==> config.mk <==
export PLATFORM = sky130hd
export DESIGN_NAME = l2r_exp_datapath
export DESIGN_NICKNAME = d
export VERILOG_FILES = /design/src/rtl/l2r_exp_datapath.sv
export SDC_FILE = /design/constraint.sdc
export NUM_CORES = 1
export LEC_CHECK = 0
export BUFFER_PORTS_ARGS = -buffer_cell sky130_fd_sc_hd__buf_2
export CORE_ASPECT_RATIO = 1.2
export CORE_MARGIN = 2
export CORE_UTILIZATION = 45
export CTS_BUF_LIST = sky130_fd_sc_hd__clkbuf_8
export CTS_CLUSTER_DIAMETER = 120
export CTS_CLUSTER_SIZE = 8
export DETAILED_ROUTE_END_ITERATION = 16
export HOLD_SLACK_MARGIN = 0.08
export PLACE_DENSITY = 0.73
export SYNTH_ARGS = -nofsm -noshare
export SYNTH_HDL_FRONTEND = slang
export SYNTH_SLANG_ARGS = --single-unit
==> constraint.sdc <==
create_clock -name clk -period 11.2 [get_ports clk]
set_clock_uncertainty 0.15 [all_clocks]
set_input_delay 0 -clock clk [delete_from_list [all_inputs] [get_ports clk]]
set_output_delay 0 -clock clk [all_outputs]
set_load 0.01 [all_outputs]
==> src/rtl/l2r_exp_datapath.sv <==
// Datapath for the left-to-right square-and-multiply exponentiation unit.
// Computes result = base^exponent mod 2^WIDTH under CU control strobes.
module l2r_exp_datapath #(
    parameter int unsigned WIDTH = 8,
    parameter int unsigned CNT_W = $clog2(WIDTH + 1)
) (
    input  logic             clk,
    input  logic             rst_n,
    input  logic [WIDTH-1:0] base,
    input  logic [WIDTH-1:0] exponent,
    input  logic             LoadA,
    input  logic             LoadB,
    input  logic             ShiftB,
    input  logic             LoadCoun,
    input  logic             S_Coun,
    input  logic             LoadC,
    input  logic [1:0]       S_C,
    output logic             equals,
    output logic             prevRegB,
    output logic [WIDTH-1:0] result
);

    localparam int unsigned PROD_W = 2 * WIDTH;

    logic [WIDTH-1:0]  regA;
    logic [WIDTH-1:0]  regB;
    logic [CNT_W-1:0]  counter;
    logic [WIDTH-1:0]  regC;

    logic [WIDTH-1:0]  regANext;
    logic [WIDTH-1:0]  regBNext;
    logic [CNT_W-1:0]  counterNext;
    logic [WIDTH-1:0]  regCNext;
    logic [PROD_W-1:0] squareProd;
    logic [PROD_W-1:0] mulProd;
    logic              counterFull;

    assign counterFull = (counter == CNT_W'(WIDTH));

    // Full-width products; only the low WIDTH bits are kept (mod 2^WIDTH).
    always_comb begin
        squareProd = PROD_W'(regC) * PROD_W'(regC);
        mulProd    = PROD_W'(regC) * PROD_W'(regA);
    end

    // Next-state selection for every register.
    always_comb begin
        regANext    = regA;
        regBNext    = regB;
        counterNext = counter;
        regCNext    = regC;

        if (LoadA) begin
            regANext = base;
        end

        if (LoadB) begin
            regBNext = exponent;
        end else if (ShiftB) begin
            regBNext = {regB[WIDTH-2:0], 1'b0};
        end

        if (LoadCoun) begin
            if (!S_Coun) begin
                counterNext = '0;
            end else if (!counterFull) begin
                counterNext = counter + CNT_W'(1);
            end
        end

        if (LoadC) begin
            unique case (S_C)
                2'b00:   regCNext = WIDTH'(1);
                2'b01:   regCNext = WIDTH'(squareProd);
                2'b10:   regCNext = WIDTH'(mulProd);
                default: regCNext = regC;
            endcase
        end
    end

    always_ff @(posedge clk) begin
        if (!rst_n) begin
            regA    <= '0;
            regB    <= '0;
            counter <= '0;
            regC    <= '0;
        end else begin
            regA    <= regANext;
            regB    <= regBNext;
            counter <= counterNext;
            regC    <= regCNext;
        end
    end

    assign equals   = counterFull;
    assign prevRegB = regB[WIDTH-1];
    assign result   = regC;

endmodule

==> summary.txt <==
Met3 wire len -> 273 um
Post-CTS resize count -> 0
Placed Cells -> 419
DIE AREA -> 6730 um2
Min-delay src -> S_C[0]
TritonRoute pass-1 iters -> 4
R2R Path Start -> result[1]$_SDFFE_PN0P_
Worst Setup End Kind -> flip-flop
Die width -> 75.2 um
Via count -> 2429
Setup bufs post-CTS -> 0
TNS Setup -> 0 ps
Port Buffer Count -> 35
Register area share after synthesis -> 20.5%
Initial core utilization -> 45.9%
Slew @ Worst Pin -> 500 ps
DRC -> 0
WP data arrival -> 4710 ps
Met2 wire len -> 4.05 mm
Drt wl/cell -> 15.4 um
Total wire length -> 7.45 mm
Worst min path class -> in2reg
Largest stage delay on the critical path -> 650 ps
EDFF count, synth -> 0
Largest net degree at the start of global routing -> 29
CP Cell Sequence -> nand2_1 -> fa_1 -> fa_1 -> inv_1 -> fa_1 -> inv_1 -> fa_1 -> inv_1 -> ha_1 -> a21oi_1 -> xnor3_1 -> xnor3_1 -> a222oi_1 -> nor2b_1
N_diodes -> 0
Slew Viols, Final -> 0
Top Family by Delay on Critical Path -> adder cells
Synth Instances -> 312
Post-DP HPWL -> 4.24 mm
Most used cell along the critical path -> fa_1
Crit-path max FO -> 16
Fmax -> 213 MHz
Final-report hold violation count -> 0
Pwr/cell area -> 60.5 nW/um2
Max transition margin -> 66.6%
Core Area -> 5970 um2
Fin crit share -> 42.0%
Startpoint types -> flip-flop
Status -> complete, no violations
Crit path kind -> reg2reg
Clk_lat worst skew -> 270 ps
Mapped cell area -> 2740 um2
Share of layout cells above drive strength 1 -> 10.9%
Min Hold Slack -> 230 ps
Synth Net Count -> 390
Num ports -> 36
Req. time, crit path -> 11210 ps
Clk buf depth -> 2
Async set-reset flop share out of synthesis -> 0%
Total CTS buffers -> 3
Final ANT Viol Nets -> 0
Root Driver -> clkbuf_8
Final RePlAce weighted congestion -> 0.773
Synth Warn # -> 0
H-tree Lvls -> 1
DR top layer -> met4
Synthesized flop and latch total -> 28
Vias in the first global route -> 2684
GRT Util Overall -> 24.3%
First-pass GRT wire length -> 12.5 mm
Placement Cell Area -> 2970 um2
CTS sink cnt -> 28
Critical path's slowest cell -> dfxtp_1
Max IR drop VDD -> 127 uV
Final setup vio count -> 0
Initial antenna violation count -> 0
Max-cap violations -> 0
Die height -> 89.5 um
Num rows -> 31
Top_reg_cell synth -> dfxtp_1
GRT overflow -> 0
Synth cell types -> 32
Post-synth top area share -> 20.5%
Most area-consuming cells after synthesis -> dfxtp_1, fa_1, ha_1
Unrepaired setup endpoints after global routing -> no
Leak Pwr -> 0.00184 uW
DR iter-0 viols -> 67
Leading area contributor after synthesis -> dfxtp_1
Crit path from -> result[1]$_SDFFE_PN0P_
Period minus WS final -> 4700 ps
Non-Filler Instances -> 484
Nets -> 481
Clk slew on worst S/H paths -> 100 ps
Dpl ws -> 6540 ps
Vias per cell -> 5.02
Syn_area_per_cell -> 8.78 um2
Layout area overhead -> 32.8%
CTS tree -> built
Min setup slack post-route -> 6500 ps
CP Buf/Inv Count -> 3
Metal-1 WL -> 2.89 mm
Fin area -> 3640 um2
worst min-delay path, delay by kind of cell:
kind / cells / cell delay [ps]
buffers and inverters: 2 / 180
adders and majority gates: 1 / 180
and+or+nand+nor: 1 / 130
AOI/OAI and AO/OA: 1 / 120
state kept, by name, indices dropped and copies added, names as in the netlist:
register	count
regA	8
regB	8
result	8
counter	4
routing by layer:
metal	global-route usage, %	vias up
met1	26.6	1173
met4	8.93	0
met5	0	-
li1	-	1166
met2	46.3	62
met3	3.95	28
final cells by class:
class | instances | area, um2
fill | 479 | 2340
multi-input combinational | 229 | 1960
timing repair buffer | 96 | 786
clock buffer | 4 | 55.1
inverter | 45 | 169
sequential | 28 | 561
tap | 82 | 103
repair_timing:
action                                  4_1_cts  5_1_grt
hold endpoints to repair                     28        0
endpoints found under the setup margin        0        0
hold buffers                                 61        0
synth_stat cells, drive strengths merged (5+ instances only):
master / n
a21oi: 8
a21o: 5
dfxtp: 28
ha: 32
and2: 37
xnor2: 15
o21ai: 9
nor2b: 19
inv: 45
a22oi: 7
mux2i: 15
nand2: 37
xor2: 6
clkbuf: 9
fa: 20
path summary, 6_finish.rpt:
check	endpoint	slack, ps	cells past startpoint
min	result[0]$_SDFFE_PN0P_	230	5
min reg2reg	counter[1]$_SDFFE_PN0P_	470	2
max reg2reg	result[7]$_SDFFE_PN0P_	6500	14
max	result[7]$_SDFFE_PN0P_	6500	14
cell usage in the layout, fill, tap and decap left out, types with 2 or more instances in the layout:
| cell | netlist | routed |
|---|---|---|
| dlygate4sd3_1 | 0 | 61 |
| inv_1 | 45 | 45 |
| nand2_1 | 36 | 36 |
| buf_2 | 0 | 35 |
| and2_1 | 34 | 34 |
| ha_1 | 32 | 32 |
| dfxtp_1 | 28 | 28 |
| fa_1 | 20 | 20 |
| nor2b_1 | 19 | 19 |
| mux2i_1 | 15 | 15 |
| xnor2_1 | 15 | 15 |
| o21ai_0 | 9 | 9 |
| a21oi_1 | 8 | 8 |
| a22oi_1 | 7 | 7 |
| xor2_1 | 6 | 6 |
| a21o_1 | 5 | 5 |
| clkbuf_8 | 0 | 4 |
| and2_2 | 3 | 3 |
| nor3_1 | 2 | 2 |
| xnor3_1 | 2 | 2 |
| a22o_1 | 2 | 2 |
| a21boi_1 | 2 | 2 |
| conb_1 | 2 | 2 |
report_power, final:
group	total, uW	leakage (uW)	internal [uW]	switching (uW)
Sequential	109	0.000229	103	5.59
Clock	63.8	0.0000288	31.5	32.4
Combinational	47.3	0.00158	28.0	19.3
through the flow:
stage,power (uW),util (%)
CTS,215,60.9
floorplan,126,-
global route,231,60.9
finish,220,60.9
detailed placement,136,49.7
global placement,135,49.7
logic make-up (layout without fill, tap and decap cells):
group / Yosys count / after routing / synth area share, %
and+or+nand+nor: 102 / 102 / 20.1
buffers and inverters: 55 / 145 / 7.81
adders and majority gates: 52 / 52 / 29.2
AOI/OAI and AO/OA: 35 / 35 / 8.27
DFF: 28 / 28 / 20.5
xor gates and xnor gates: 23 / 23 / 8.36
muxes: 15 / 15 / 5.48
other: 2 / 2 / 0.274
No activity file was read; power rests on OpenSTA's default activity.
